===== config.mk =====
export PLATFORM = sky130hd
export DESIGN_NAME = pwm_top
export DESIGN_NICKNAME = d
export VERILOG_FILES = /design/src/rtl/pwm_top.sv
export SDC_FILE = /design/constraint.sdc
export NUM_CORES = 1
export LEC_CHECK = 0
export ABC_AREA = 1
export CAP_MARGIN = 20
export CORE_AREA = 3 3 111 113
export DETAILED_ROUTE_END_ITERATION = 12
export DIE_AREA = 0 0 114 116
export GPL_ROUTABILITY_DRIVEN = 0
export PLACE_DENSITY = 0.51
export SLEW_MARGIN = 15
export SYNTH_ARGS = -nofsm -noshare
export SYNTH_HDL_FRONTEND = slang
export SYNTH_SLANG_ARGS = --single-unit

===== constraint.sdc =====
create_clock -name clk -period 2.7 [get_ports clk]
set_clock_uncertainty 0.15 [all_clocks]
set_input_delay 0.27 -clock clk [delete_from_list [all_inputs] [get_ports clk]]
set_output_delay 0.27 -clock clk [all_outputs]
set_load 0.02 [all_outputs]

===== src/rtl/pwm_top.sv =====
// Single-channel PWM with complementary registered outputs.
// Period derives from CLK_FREQ/FREQUENCY; duty is D/256 of that period.
module pwm_top #(
  parameter int CLK_FREQ  = 12_000_000,
  parameter int FREQUENCY = 1_000
) (
  input  logic       clk,
  input  logic       rst,
  input  logic       enable,
  input  logic [7:0] dutyCycle,
  output logic       out,
  output logic       nOut
);

  localparam int PERIOD = CLK_FREQ / FREQUENCY;
  localparam int CW = (PERIOD < 2) ? 1 : $clog2(PERIOD);
  localparam int PW = 8 + CW;
  localparam logic [CW-1:0] LAST = CW'(PERIOD - 1);
  localparam logic [PW-1:0] PER_W = PW'(PERIOD);

  if (PERIOD < 2) begin : g_bad_period
    $error("pwm_top: PERIOD must be at least 2");
  end

  logic [CW-1:0] cnt;
  logic [CW-1:0] cnt_next;
  logic [CW-1:0] thr;
  logic [CW-1:0] thr_next;
  logic [CW-1:0] thr_calc;
  logic [PW-1:0] prod;
  logic          run;
  logic          wrap;
  logic          load;
  logic          out_next;

  // next-state: counter wrap, duty latch at period start, output compare
  always_comb begin
    wrap     = (cnt == LAST);
    load     = enable & (~run | wrap);
    cnt_next = '0;
    if (enable & run & ~wrap)
      cnt_next = cnt + 1'b1;
    prod     = PW'(dutyCycle) * PER_W;
    thr_calc = CW'(prod >> 8);
    thr_next = load ? thr_calc : thr;
    out_next = enable & (cnt_next < thr_next);
  end

  // state and registered complementary outputs
  always_ff @(posedge clk or negedge rst) begin
    if (!rst) begin
      cnt  <= '0;
      thr  <= '0;
      run  <= 1'b0;
      out  <= 1'b0;
      nOut <= 1'b1;
    end else begin
      cnt  <= cnt_next;
      thr  <= thr_next;
      run  <= enable;
      out  <= out_next;
      nOut <= ~out_next;
    end
  end

endmodule


Yosys cells after proc, flatten, opt, wreduce, memory -nomap -nowiden
Index checks and enable logic that the tools add are counted.
{"block": "totals", "output_inout_bits": 2, "word_cells": 19, "in_bits": 11, "ff_bits": 31}
{"block": "op_classes", "order_cmp": 1, "n_eq_ne": 1, "n_mul": 1, "bitwise": 8, "muxes": 2, "add_sub_neg": 1}
{"operator": "two-way mux 14 bit", "count": 2}
{"operator": "multiplier 8 x 9 -> 17 bit, second input constant", "count": 1}
{"operator": "adder 14 x 1 -> 14 bit, second input constant", "count": 1}
{"operator": "== test 14 bit, second input constant", "count": 1}
{"operator": "< comparator 14 bit", "count": 1}
{"operator": "AND 1 bit", "count": 4}
{"operator": "NOT 1 bit", "count": 3}
{"operator": "bitwise OR 1 bit", "count": 1}

Depth between registers and ports, before layout
Gate-level depths: netlist of run 1.
{"block": "logic_depth", "word_depth": 7, "mapped_depth": 27, "ltp_nobuf": 27}

Least setup slack after synthesis of run 1
No wires, ideal clock.
{"block": "synth_timing", "kind": "input -> register", "start": "input dutyCycle[5]", "end": "register out", "n_path_buf": 0, "path_slack_ns": -2.001, "cell_stages": 21, "setup_ns": 0.128, "t_arrival_ns": 4.423, "required_ns": 2.422, "path_cell_list": "inv_1 > fa_1 > fa_1 > fa_1 > fa_1 > inv_1 > ha_1 > a21oi_1 > a21boi_1 > o21ai_1 > inv_1 > nand2_1 > a31oi_4 > inv_2 > ha_1 > a21oi_1 > o21ai_0 > nand4_1 > and3_1 > inv_1 > a21oi_2"}
{"block": "synth_between", "elab_chain_len": 4}
{"element": "start: declaration", "line": "10", "rtl": "input logic [7:0] dutyCycle,"}
{"element": "multiplier 8 x 9 -> 17 bit", "line": "43", "rtl": "prod = PW'(dutyCycle) * PER_W;"}
{"element": "two-way mux 14 bit", "line": "45", "rtl": "thr_next = load ? thr_calc : thr;"}
{"element": "net thr_next[7]", "line": "28", "rtl": "logic [CW-1:0] thr_next;"}
{"element": "< comparator 14 bit", "line": "46", "rtl": "out_next = enable & (cnt_next < thr_next);"}
{"element": "AND 1 bit", "line": "46"}
{"element": "net out_next", "line": "34", "rtl": "logic out_next;"}
{"element": "end signal: assignment", "line": "61", "rtl": "out <= out_next;"}
{"element": "end: declaration", "line": "11", "rtl": "output logic out,"}
The timed path passes the listed nets, and every way through them passes these cells.

Worst setup path in the final report of run 1
{"block": "layout_timing", "start": "input dutyCycle[7]", "end": "register out"}
The elaborated chain is that of the path after synthesis.

==> results of run 1 <==
[worst max-delay path by stage]
stage	startpoint	slack, ns	cells after the start	endpoint
after floorplan	dutyCycle[7]	-1.78	21	out
after global placement	dutyCycle[7]	-2.56	26	out
after detailed placement	dutyCycle[7]	-2.61	22	out
after CTS	dutyCycle[7]	-1.85	23	out
after global routing	dutyCycle[2]	-2.04	27	nOut
final	dutyCycle[7]	-1.83	24	out
[through the flow]
stage	instances	setup WS, ns	TNS [ns]	hold slack (ns)
5_1_grt	661	-2.04	-14.32	0.273
3_3_place_gp	639	-2.56	-24.00	0.317
3_5_place_dp	639	-2.61	-24.83	0.320
2_1_floorplan	409	-1.78	-11.40	-0.176
6_report	661	-1.83	-12.69	0.239
4_1_cts	662	-1.85	-13.10	0.253
[cell type report]
cell class | count | area, µm²
fill | 1115 | 6310
multi-input combinational | 274 | 2710
timing repair buffer | 104 | 881
sequential | 31 | 777
inverter | 101 | 392
tap | 143 | 179
clock buffer | 6 | 139
clock inverter | 2 | 35.0
[cell usage in the layout (no fill, tap or decap), drive strengths merged, types with 6 or more instances in the layout]
master | netlist | layout
inv | 101 | 101
dfrtp | 30 | 30
nor3 | 8 | 8
nor2 | 29 | 29
fa | 24 | 24
a21oi | 19 | 19
ha | 52 | 52
nand2 | 66 | 66
o21ai | 12 | 12
buf | 3 | 98
clkbuf | 0 | 6
nand3 | 20 | 20
or2 | 6 | 6
[power breakdown]
part	total, mW	internal [mW]	switching [mW]
clock network	0.654	0.458	0.196
registers	0.586	0.562	0.0240
logic	3.48	1.78	1.70
total	4.72	2.80	1.92
[layer usage]
layer	share of wire, %	wire length [µm]
met1	45	3490
met3	1.8	143
met5	0	0
met4	2.5	197
met2	51	3990
[Yosys cell counts (all sizes together) (4+ instances only)]
library cell	count
dfrtp	30
fa	24
xor2	5
inv	101
a31oi	5
a21oi	19
ha	52
or2	6
nor2	29
nand2	66
nor3b	4
nand3	20
nand4	5
nor3	8
o21ai	12
[registers in the layout, summed over array words and instances (netlist names)]
register  cells
out           1
cnt          14
nOut          1
run           1
thr          14
[critical path: cells and delay by family]
| family | cells | cell delay, ns |
|---|---|---|
| AOI/OAI and AO/OA | 6 | 0.64 |
| adders and majority gates | 6 | 2.56 |
| and+or+nand+nor | 4 | 0.57 |
| buffers and inverters | 8 | 0.51 |
[timing repair]
item                                   CTS  global route
endpoints found under the hold margin    0             0
resized for setup                       94            39
cloned                                   0             0
setup buffers                           16             6
pin swaps                               42            43
setup endpoints to repair               16            14
[logic make-up (layout without fill, tap and decap cells)]
family                   after synthesis  after routing  share of synthesized area, %
AO/OA/AOI/OAI                         46             46                          9.75
XOR/XNOR                               7              7                          1.80
adder cells (fa/ha/maj)               76             76                          33.3
buffers and inverters                104            213                          12.0
flip-flops                            31             31                          22.8
AND/OR/NAND/NOR                      145            145                          20.4
==> metrics.txt, run 1 <==
# TYPE chip_impl_metric gauge
chip_impl_metric{name="via_count_of_the_first_global_routing_pass",unit=""} 3147
chip_impl_metric{name="grt_first_pass_wirelength",unit="mm"} 13.6
chip_impl_metric{name="drc_errors",unit=""} 0
chip_impl_metric{name="clock_sinks",unit=""} 31
chip_impl_metric{name="synth-seq-area-share",unit="%"} 22.8
chip_impl_metric{name="count_of_flip_flops_with_a_built_in_enable_after_synthesis",unit=""} 0
chip_impl_info{name="violations",value="setup timing"} 1
chip_impl_metric{name="finalWorstSetupSlack",unit="ns"} -1.83
chip_impl_metric{name="initialDrtViolationCount",unit=""} 127
chip_impl_info{name="worst_r2r_endpoint",value="nOut"} 1
chip_impl_metric{name="timing.final.max_slew_violations",unit=""} 0
chip_impl_metric{name="flops_latches_synth",unit=""} 31
chip_impl_metric{name="p_leak",unit="nW"} 2.54
chip_impl_metric{name="finalPower",unit="mW"} 4.72
chip_impl_metric{name="routed-via-count",unit=""} 2880
chip_impl_metric{name="ys_warn_count",unit=""} 0
chip_impl_metric{name="global_route.usage.met1",unit="%"} 15.5
chip_impl_metric{name="wl",unit="mm"} 7.82
chip_impl_metric{name="boundaryPins",unit=""} 13
chip_impl_metric{name="worstSkewPairLatency",unit="ns"} 0.27
chip_impl_metric{name="critical_path_fanouts_max",unit=""} 3
chip_impl_metric{name="dp_hpwl",unit="mm"} 6.37
chip_impl_info{name="holdCritPathClass",value="in2async"} 1
chip_impl_metric{name="tightest_slew",unit="ns"} 0.461
chip_impl_metric{name="fmax_achieved",unit="GHz"} 0.221
chip_impl_metric{name="worst-endpoint-arrival",unit="ns"} 4.54
chip_impl_metric{name="finish.instance_area",unit="mm²"} 0.00511
chip_impl_metric{name="worstRegToRegCells",unit=""} 14
chip_impl_metric{name="final.period_utilization",unit="%"} 168
chip_impl_metric{name="irDropWorstVdd",unit="V"} 0.000414
chip_impl_metric{name="global_route.usage.met2",unit="%"} 23.2
chip_impl_metric{name="tritoncts.num_buffers",unit=""} 5
chip_impl_metric{name="report.final.hold_viol_count",unit=""} 0
chip_impl_info{name="critical_path.most_common_cell",value="sky130_fd_sc_hd__fa_1"} 1
chip_impl_metric{name="synth.lib_cells_used.distinct",unit=""} 42
chip_impl_metric{name="dr.pass1.iters",unit=""} 4
chip_impl_info{name="synth_largest_area_cell",value="sky130_fd_sc_hd__dfrtp_1"} 1
chip_impl_metric{name="grtUsageMet3",unit="%"} 1.25
chip_impl_metric{name="fin_crit",unit="ns"} 4.53
chip_impl_metric{name="max-slew-margin-rel",unit="%"} 69.2
chip_impl_metric{name="mappedNetlistNets",unit=""} 496
chip_impl_info{name="ws_path_type",value="in2reg"} 1
chip_impl_metric{name="syn-mean-instance-area",unit="µm²"} 8.31
chip_impl_metric{name="r2r_slack",unit="ns"} -0.08
chip_impl_info{name="setup.worst_path.end_class",value="flop"} 1
chip_impl_metric{name="report.final.setup_viol",unit=""} 14
chip_impl_metric{name="cap_viol_max_count",unit=""} 0
chip_impl_metric{name="num_antenna_cells",unit=""} 0
chip_impl_metric{name="synth.top_cell.area_share",unit="%"} 22.1
chip_impl_metric{name="h-tree-depth",unit=""} 2
chip_impl_info{name="cts_tree",value="done"} 1
chip_impl_metric{name="cp.required",unit="ns"} 2.71
chip_impl_info{name="crit_path_top_delay_cell",value="sky130_fd_sc_hd__fa_2"} 1
chip_impl_metric{name="post_route_cells_drive_above_1_share",unit="%"} 41.5
chip_impl_metric{name="post_syn_instances",unit=""} 409
chip_impl_metric{name="netlist_area",unit="mm²"} 0.00340
chip_impl_metric{name="num_rows",unit=""} 39
chip_impl_metric{name="power_per_cell_area",unit="mW/mm²"} 924
chip_impl_metric{name="avgRoutedWirePerCell",unit="µm"} 11.8
chip_impl_metric{name="initial_core_util",unit="%"} 29.8
chip_impl_info{name="busiest_layer",value="met2"} 1
chip_impl_metric{name="post-route-util",unit="%"} 44.7
chip_impl_metric{name="cts_hold_buf",unit=""} 0
chip_impl_info{name="rsz0062_at_grt",value="yes"} 1
chip_impl_metric{name="avgViaCountPerCell",unit=""} 4.36
chip_impl_metric{name="synth_async_sr_flop_share",unit="%"} 100
chip_impl_info{name="r2r-start",value="cnt[0]"} 1
chip_impl_metric{name="antenna_found_initial",unit=""} 0
chip_impl_metric{name="grt_start_max_net_pins",unit=""} 32
chip_impl_metric{name="max_stage_delay",unit="ns"} 0.59
chip_impl_info{name="yosys_most_used_dff",value="sky130_fd_sc_hd__dfrtp_1"} 1
chip_impl_info{name="cts_root_buffer",value="sky130_fd_sc_hd__clkbuf_16"} 1
chip_impl_metric{name="dpl_cell_area",unit="mm²"} 0.00440
chip_impl_metric{name="dieArea",unit="mm²"} 0.0132
chip_impl_info{name="timing.critical_path.cells",value="buf_8, inv_8, fa_2, fa_1, fa_1, fa_1, inv_2, ha_4, buf_6, nand2_4, inv_4, a21boi_4, o21ai_2, inv_1, or2_1, a31oi_4, inv_2, ha_4, a21oi_2, o21ai_1, nand4_1, and3_1, inv_1, a21oi_2"} 1
chip_impl_metric{name="worst_setup_hold_path_clk_slew",unit="ns"} 0.05
chip_impl_metric{name="globalRouteOverflowTotal",unit=""} 0
chip_impl_info{name="outcome",value="complete, but fails checks"} 1
chip_impl_metric{name="drt.antenna.violating_nets",unit=""} 0
chip_impl_metric{name="clock_tree.buffer_depth",unit=""} 2
chip_impl_info{name="critical_path.startpoint_type",value="input port"} 1
chip_impl_metric{name="grt_usage",unit="%"} 12.6
chip_impl_info{name="yosys-top-cells-area",value="sky130_fd_sc_hd__dfrtp_1, sky130_fd_sc_hd__ha_1, sky130_fd_sc_hd__fa_1"} 1
chip_impl_metric{name="floorplan.core_area",unit="mm²"} 0.0114
chip_impl_metric{name="floorplan.die.height",unit="µm"} 116
chip_impl_metric{name="fp.dieW",unit="µm"} 114
chip_impl_metric{name="num-nets-final",unit=""} 604
chip_impl_metric{name="io_buffers",unit=""} 12
chip_impl_metric{name="area_delta_synth_final",unit="%"} 50.2
No activity file was read; power rests on OpenSTA's default activity.
==> inputs of run 2 (changes only) <==
--- a/config.mk
+++ b/config.mk
@@ -7,9 +7,9 @@
 export LEC_CHECK = 0
 export ABC_AREA = 1
 export CAP_MARGIN = 20
-export CORE_AREA = 3 3 111 113
+export CORE_AREA = 4 4 112 114
 export DETAILED_ROUTE_END_ITERATION = 12
-export DIE_AREA = 0 0 114 116
+export DIE_AREA = 0 0 116 118
 export GPL_ROUTABILITY_DRIVEN = 0
 export PLACE_DENSITY = 0.51
 export SLEW_MARGIN = 15
==> run 2 against run 1 <==
Against the previous run: the run still ends with setup timing left; register-to-register slack worse by 0.02 ns; clock-buffer cell count up 2; sequential power about the same; final area down 1.5%; flip-flop and latch count unchanged; combinational power down 4%; worst setup slack better by 0.029 ns; hold slack better by 0.0066 ns.
==> metrics.txt, run 2 (same netlist as run 1, synthesis figures left out) <==
# TYPE chip_impl_metric gauge
chip_impl_info{name="outcome",value="complete, but fails checks"} 1
chip_impl_info{name="violations",value="setup timing"} 1
chip_impl_metric{name="clock_sinks",unit=""} 31
chip_impl_metric{name="dieArea",unit="mm²"} 0.0137
chip_impl_info{name="r2r-start",value="cnt[0]"} 1
chip_impl_metric{name="register_share_of_total_power",unit="%"} 13.0
chip_impl_metric{name="fp.dieW",unit="µm"} 116
chip_impl_metric{name="tightest_slew",unit="ns"} 0.516
chip_impl_metric{name="cap_viol_max_count",unit=""} 0
chip_impl_metric{name="floorplan.die.height",unit="µm"} 118
chip_impl_metric{name="worstRegToRegCells",unit=""} 13
chip_impl_info{name="layout_top_registers",value="cnt (14), thr (14)"} 1
chip_impl_metric{name="cp.required",unit="ns"} 2.77
chip_impl_metric{name="fmax_achieved",unit="GHz"} 0.222
chip_impl_metric{name="globalRouteOverflowTotal",unit=""} 0
chip_impl_info{name="holdCritPathClass",value="in2async"} 1
chip_impl_metric{name="grt_start_max_net_pins",unit=""} 32
chip_impl_metric{name="setup_total_negative_slack",unit="ns"} -12.83
chip_impl_metric{name="worstSkewPairLatency",unit="ns"} 0.27
chip_impl_metric{name="power.share.combinational",unit="%"} 74.1
chip_impl_metric{name="num_antenna_cells",unit=""} 0
chip_impl_metric{name="num_rows",unit=""} 39
chip_impl_info{name="worst_r2r_endpoint",value="out"} 1
chip_impl_info{name="rsz0062_at_grt",value="yes"} 1
chip_impl_info{name="worst_setup_path_startpoint",value="dutyCycle[5]"} 1
chip_impl_metric{name="r2r_slack",unit="ns"} -0.10
chip_impl_metric{name="final.period_utilization",unit="%"} 167
chip_impl_metric{name="grt_first_pass_wirelength",unit="mm"} 13.7
chip_impl_metric{name="floorplan.core_area",unit="mm²"} 0.0114
chip_impl_metric{name="finalWorstSetupSlack",unit="ns"} -1.80
chip_impl_info{name="ws_path_type",value="in2reg"} 1
chip_impl_metric{name="cell_internal_pwr",unit="mW"} 2.65
chip_impl_metric{name="avgRoutedWirePerCell",unit="µm"} 11.8
chip_impl_metric{name="worst_setup_hold_path_clk_slew",unit="ns"} 0.05
chip_impl_info{name="critical_path.startpoint_type",value="input port"} 1
chip_impl_metric{name="antenna_found_initial",unit=""} 0
chip_impl_metric{name="finish.instance_area",unit="mm²"} 0.00503
chip_impl_metric{name="netSwitchingFraction",unit="%"} 41.3
chip_impl_metric{name="global_route.usage.met2",unit="%"} 21.6
chip_impl_metric{name="boundaryPins",unit=""} 13
chip_impl_metric{name="power_per_cell_area",unit="mW/mm²"} 899
chip_impl_info{name="most-common-layout-cells",value="sky130_fd_sc_hd__inv_1, sky130_fd_sc_hd__buf_4, sky130_fd_sc_hd__nand2_1"} 1
chip_impl_metric{name="num-fill-cells",unit=""} 1136
chip_impl_metric{name="dr.pass1.iters",unit=""} 4
chip_impl_metric{name="grt_usage",unit="%"} 12.0
chip_impl_metric{name="report.final.setup_viol",unit=""} 14
chip_impl_metric{name="global_route.usage.met1",unit="%"} 15.4
chip_impl_metric{name="p_leak",unit="nW"} 2.51
chip_impl_metric{name="routed-via-count",unit=""} 2871
chip_impl_info{name="cts_root_buffer",value="sky130_fd_sc_hd__clkbuf_16"} 1
chip_impl_metric{name="pre_cts_slack",unit="ns"} -2.61
chip_impl_metric{name="avgViaCountPerCell",unit=""} 4.36
chip_impl_metric{name="num-nets-final",unit=""} 601
chip_impl_metric{name="initial_core_util",unit="%"} 29.8
chip_impl_metric{name="timing.final.max_slew_violations",unit=""} 0
chip_impl_metric{name="critical_path_fanouts_max",unit=""} 3
chip_impl_info{name="cts_tree",value="done"} 1
chip_impl_metric{name="report.final.hold_viol_count",unit=""} 0
chip_impl_metric{name="cts_hold_buf",unit=""} 0
chip_impl_metric{name="post_route_cells_drive_above_1_share",unit="%"} 41.6
chip_impl_metric{name="tritoncts.num_buffers",unit=""} 5
chip_impl_metric{name="clock_tree.buffer_depth",unit=""} 2
chip_impl_metric{name="h-tree-depth",unit=""} 2
chip_impl_metric{name="dpl_cell_area",unit="mm²"} 0.00439
chip_impl_metric{name="via_count_of_the_first_global_routing_pass",unit=""} 3035
chip_impl_metric{name="drt.antenna.violating_nets",unit=""} 0
chip_impl_metric{name="p_switching",unit="mW"} 1.87
chip_impl_metric{name="power.share.clock",unit="%"} 12.9
chip_impl_metric{name="grtUsageMet3",unit="%"} 1.03
chip_impl_metric{name="area_delta_synth_final",unit="%"} 47.9
chip_impl_metric{name="wl",unit="mm"} 7.74
chip_impl_metric{name="io_buffers",unit=""} 12
chip_impl_info{name="busiest_layer",value="met2"} 1
chip_impl_metric{name="worst-endpoint-arrival",unit="ns"} 4.57
chip_impl_metric{name="fin_crit",unit="ns"} 4.50
chip_impl_metric{name="dp_hpwl",unit="mm"} 6.34
chip_impl_metric{name="drc_errors",unit=""} 0
chip_impl_metric{name="max-slew-margin-rel",unit="%"} 65.5
chip_impl_metric{name="initialDrtViolationCount",unit=""} 89
chip_impl_metric{name="post-route-util",unit="%"} 44.0
chip_impl_metric{name="irDropWorstVdd",unit="V"} 0.000467
chip_impl_info{name="setup.worst_path.end_class",value="flop"} 1
run 2: changes by cell type in the layout (fill, tap and decap cells not counted), sizes merged:
| cell | change |
|---|---|
| buf | -3 |
| clkbuf | +2 |
| bufinv | -1 |
| clkinv | -1 |
run 2: cell type report:
| type | count | area, µm² | share of cell area (%) |
|---|---|---|---|
| repair buffers | 101 | 843 | 16.8 |
| well taps | 143 | 179 | 3.56 |
| inverters | 101 | 394 | 7.84 |
| flip-flops and latches | 31 | 777 | 15.5 |
| multi-input cells | 274 | 2680 | 53.3 |
| clock buffers | 8 | 156 | 3.11 |
run 2: metrics by stage:
stage | hold WS, ns | power [mW] | instances
after floorplan | -0.176 | 2.29 | 409
after global placement | 0.319 | 3.18 | 638
after detailed placement | 0.317 | 3.22 | 638
after CTS | 0.259 | 4.30 | 654
after global routing | 0.292 | 4.94 | 658
final | 0.245 | 4.52 | 658
run 2: critical path: stages:
cell,delay [ns]
sky130_fd_sc_hd__buf_8,0.08
sky130_fd_sc_hd__inv_4,0.03
sky130_fd_sc_hd__fa_1,0.52
sky130_fd_sc_hd__fa_1,0.57
sky130_fd_sc_hd__fa_1,0.43
sky130_fd_sc_hd__fa_1,0.50
sky130_fd_sc_hd__inv_2,0.04
sky130_fd_sc_hd__ha_4,0.23
sky130_fd_sc_hd__buf_6,0.12
sky130_fd_sc_hd__a21oi_4,0.14
sky130_fd_sc_hd__a21boi_4,0.22
sky130_fd_sc_hd__nand3b_1,0.15
sky130_fd_sc_hd__nand2_1,0.05
sky130_fd_sc_hd__nand2_1,0.08
sky130_fd_sc_hd__nand3_2,0.08
sky130_fd_sc_hd__o21ai_2,0.07
sky130_fd_sc_hd__inv_2,0.06
sky130_fd_sc_hd__ha_4,0.27
sky130_fd_sc_hd__nand2_2,0.05
sky130_fd_sc_hd__inv_2,0.07
sky130_fd_sc_hd__buf_4,0.11
sky130_fd_sc_hd__nand3_2,0.07
sky130_fd_sc_hd__nor3_4,0.21
sky130_fd_sc_hd__nand2_1,0.07
sky130_fd_sc_hd__nand2_1,0.07
run 2: power groups by stage:
stage / Combinational [mW] / Clock, mW / Sequential, mW
after detailed placement: 2.63 / 0 / 0.595
after floorplan: 1.70 / 0 / 0.589
after global routing: 3.72 / 0.624 / 0.598
after CTS: 3.10 / 0.606 / 0.589
final: 3.35 / 0.585 / 0.588
after global placement: 2.59 / 0 / 0.592
run 2: metal layers:
layer,share of wire (%),vias up
li1,-,1503
met1,45,1337
met2,53,25
met3,1.6,6
met4,0.94,0
met5,0,-
run 2: repair_timing:
action                                  CTS  global route
pin swaps                                40            46
endpoints found under the setup margin   16            15
gates resized for setup                  85            40
buffers inserted                          8             6
run 2: worst max path at each step:
stage                end  slack, ns
finish              nOut      -1.80
global route        nOut      -1.99
CTS                  out      -1.85
detailed placement   out      -2.61
global placement     out      -2.56
floorplan            out      -1.78
==> inputs of run 3 (changes only) <==
--- a/config.mk
+++ b/config.mk
@@ -16,3 +16,4 @@
 export SYNTH_ARGS = -nofsm -noshare
 export SYNTH_HDL_FRONTEND = slang
 export SYNTH_SLANG_ARGS = --single-unit
+export TNS_END_PERCENT = 1
==> run 3 against run 2 <==
Against the previous run: final area fell by 4.1%; non-clock buffer count grew 3; critical path type unchanged; hold slack got worse by 0.0074 ns; final cell count rose by 0.46%; critical path depth is 3 lower; the flow still finishes with violations (setup timing); highest routed layer unchanged; utilization is 1.8 points lower; critical endpoint is now out; first-iteration DRC count increased by 9.0%; total power decreased by 7.5%; worst setup slack worse by 0.012 ns; clock-buffer cell count stayed put.
==> metrics.txt, run 3 (same netlist as run 1, synthesis figures left out) <==
# TYPE chip_impl_metric gauge
chip_impl_metric{name="met3WireLength",unit="µm"} 137
chip_impl_info{name="most-common-layout-cells",value="sky130_fd_sc_hd__inv_1, sky130_fd_sc_hd__buf_4, sky130_fd_sc_hd__nand2_1"} 1
chip_impl_info{name="ws_path_type",value="in2reg"} 1
chip_impl_metric{name="clock_sinks",unit=""} 31
chip_impl_metric{name="post_route_cells_drive_above_1_share",unit="%"} 35.7
chip_impl_metric{name="num-nets-final",unit=""} 604
chip_impl_info{name="violations",value="setup timing"} 1
chip_impl_info{name="rsz0062_at_grt",value="yes"} 1
chip_impl_metric{name="report.final.hold_viol_count",unit=""} 0
chip_impl_metric{name="drc_errors",unit=""} 0
chip_impl_metric{name="dpl_cell_area",unit="mm²"} 0.00428
chip_impl_metric{name="avgRoutedWirePerCell",unit="µm"} 11.2
chip_impl_info{name="layout_commonest_cell",value="sky130_fd_sc_hd__inv_1"} 1
chip_impl_metric{name="irDropWorstVdd",unit="V"} 0.000362
chip_impl_metric{name="globalRouteOverflowTotal",unit=""} 0
chip_impl_info{name="cts_root_buffer",value="sky130_fd_sc_hd__clkbuf_16"} 1
chip_impl_metric{name="p_leak",unit="nW"} 2.49
chip_impl_metric{name="routed-via-count",unit=""} 2854
chip_impl_metric{name="finish.instance_area",unit="mm²"} 0.00482
chip_impl_metric{name="floorplan.die.height",unit="µm"} 118
chip_impl_metric{name="critical_path_fanouts_max",unit=""} 3
chip_impl_info{name="critical-path-top-delay-family",value="adder cells"} 1
chip_impl_metric{name="wl",unit="mm"} 7.41
chip_impl_metric{name="area_delta_synth_final",unit="%"} 41.9
chip_impl_metric{name="critical_path.n_buffers_inverters",unit=""} 5
chip_impl_info{name="timing.critical_path.cells",value="buf_6, fa_2, fa_1, inv_1, fa_1, fa_1, inv_2, ha_4, a21oi_2, o21ai_2, a21oi_2, o21ai_2, buf_4, or2_4, a31oi_4, ha_4, nand2_2, o21ai_1, nand4_1, and3_1, inv_1, a21oi_2"} 1
chip_impl_info{name="setup.worst_path.end_class",value="flop"} 1
chip_impl_metric{name="multiInputGateArea",unit="mm²"} 0.00248
chip_impl_info{name="cts_tree",value="done"} 1
chip_impl_info{name="top_layer_used",value="met4"} 1
chip_impl_metric{name="wl_met2",unit="mm"} 3.77
chip_impl_info{name="crit_path_top_delay_cell",value="sky130_fd_sc_hd__fa_1"} 1
chip_impl_metric{name="post-route-util",unit="%"} 42.3
chip_impl_metric{name="dieArea",unit="mm²"} 0.0137
chip_impl_metric{name="max-slew-margin-rel",unit="%"} 67.7
chip_impl_metric{name="drt.antenna.violating_nets",unit=""} 0
chip_impl_metric{name="grt_first_pass_wirelength",unit="mm"} 13.3
chip_impl_metric{name="cp.required",unit="ns"} 2.75
chip_impl_metric{name="grt_usage",unit="%"} 11.5
chip_impl_metric{name="num_antenna_cells",unit=""} 0
chip_impl_metric{name="tritoncts.num_buffers",unit=""} 5
chip_impl_metric{name="worst_setup_hold_path_clk_slew",unit="ns"} 0.05
chip_impl_metric{name="report.final.setup_viol",unit=""} 14
chip_impl_metric{name="worst-endpoint-arrival",unit="ns"} 4.56
chip_impl_metric{name="setup_total_negative_slack",unit="ns"} -13.58
chip_impl_metric{name="fin_crit",unit="ns"} 4.51
chip_impl_metric{name="num_rows",unit=""} 39
chip_impl_info{name="critical_path.startpoint_type",value="input port"} 1
chip_impl_metric{name="wl_met1",unit="mm"} 3.39
chip_impl_metric{name="h-tree-depth",unit=""} 2
chip_impl_metric{name="worstSkewPairLatency",unit="ns"} 0.27
chip_impl_metric{name="dr.pass1.iters",unit=""} 4
chip_impl_metric{name="final.period_utilization",unit="%"} 167
chip_impl_metric{name="power_per_cell_area",unit="mW/mm²"} 867
chip_impl_metric{name="grt_start_max_net_pins",unit=""} 32
chip_impl_metric{name="boundaryPins",unit=""} 13
chip_impl_info{name="holdCritPathClass",value="in2async"} 1
chip_impl_metric{name="via_count_of_the_first_global_routing_pass",unit=""} 3034
chip_impl_metric{name="layout.area.seq",unit="µm²"} 777
chip_impl_metric{name="io_buffers",unit=""} 12
chip_impl_metric{name="finalWorstSetupSlack",unit="ns"} -1.81
chip_impl_metric{name="cap_viol_max_count",unit=""} 0
chip_impl_metric{name="avgViaCountPerCell",unit=""} 4.32
chip_impl_metric{name="timing.final.max_slew_violations",unit=""} 0
chip_impl_info{name="outcome",value="complete, but fails checks"} 1
chip_impl_metric{name="floorplan.core_area",unit="mm²"} 0.0114
chip_impl_metric{name="tightest_slew",unit="ns"} 0.481
chip_impl_metric{name="max_stage_delay",unit="ns"} 0.55
chip_impl_metric{name="fp.dieW",unit="µm"} 116
chip_impl_metric{name="finalPower",unit="mW"} 4.18
chip_impl_metric{name="dp_hpwl",unit="mm"} 6.08
chip_impl_info{name="layout_top_registers",value="cnt (14), thr (14)"} 1
chip_impl_metric{name="cts_hold_buf",unit=""} 0
chip_impl_metric{name="initialDrtViolationCount",unit=""} 97
chip_impl_metric{name="num-fill-cells",unit=""} 1160
chip_impl_metric{name="antenna_found_initial",unit=""} 0
chip_impl_metric{name="clock_tree.buffer_depth",unit=""} 2
chip_impl_metric{name="initial_core_util",unit="%"} 29.8
chip_impl_metric{name="fmax_achieved",unit="GHz"} 0.222
run 3: changes by cell type in the layout (fill, tap and decap cells not counted), sizes merged:
| cell | change |
|---|---|
| buf | +3 |
run 3: layout make-up:
cell class / instances / area share, %
Sequential cell: 31 / 16.1
Multi-Input combinational cell: 274 / 51.5
Clock buffer: 8 / 3.24
Timing Repair Buffer: 104 / 17.5
Tap cell: 143 / 3.71
Inverter: 101 / 8.01
run 3: worst register-to-register path: stages (launching register included):
cell and delay (ns):
sky130_fd_sc_hd__dfrtp_1 0.38, sky130_fd_sc_hd__ha_1 0.22, sky130_fd_sc_hd__nand3_2 0.10, sky130_fd_sc_hd__buf_4 0.11, sky130_fd_sc_hd__inv_1 0.03, sky130_fd_sc_hd__nand4_1 0.09, sky130_fd_sc_hd__nand2_1 0.25, sky130_fd_sc_hd__nor3_1 0.51
sky130_fd_sc_hd__ha_4 0.28, sky130_fd_sc_hd__nand2_2 0.09, sky130_fd_sc_hd__o21ai_1 0.08, sky130_fd_sc_hd__nand4_1 0.09, sky130_fd_sc_hd__and3_1 0.17, sky130_fd_sc_hd__inv_1 0.05, sky130_fd_sc_hd__a21oi_2 0.10
run 3: power by group:
group,internal (mW),switching (mW),leakage [nW]
combinational,1.56,1.47,2.02
clock,0.391,0.182,0.0772
sequential,0.562,0.0238,0.395
run 3: routing by layer:
layer	track usage [%]	up-vias
met3	1.29	12
met5	0	-
met2	20.3	31
met4	2.18	0
met1	15.1	1304
li1	-	1507
run 3: metrics by stage:
| stage | setup slack [ns] | hold slack [ns] | cells |
|---|---|---|---|
| after global routing | -2.02 | 0.289 | 661 |
| after global placement | -2.60 | 0.315 | 635 |
| after detailed placement | -2.69 | 0.313 | 635 |
| after CTS | -1.92 | 0.257 | 660 |
| after floorplan | -1.79 | -0.176 | 409 |
| final | -1.81 | 0.238 | 661 |
run 3: final timing paths:
check	startpoint	end	slack, ns	cells past startpoint
worst min register to register	thr[6]	thr[6]	0.32	2
worst max register to register	cnt[0]	out	-0.09	14
min in group clk	thr[6]	thr[6]	0.32	2
max in group asynchronous	rst	nOut	1.83	2
worst min-delay path	rst	cnt[0]	0.24	2
worst max-delay path	dutyCycle[2]	out	-1.81	22
run 3: repair_timing:
item,in CTS,in global routing
resized for setup,67,25
pin swaps,37,26
setup buffers,19,1
setup endpoints to repair,16,15
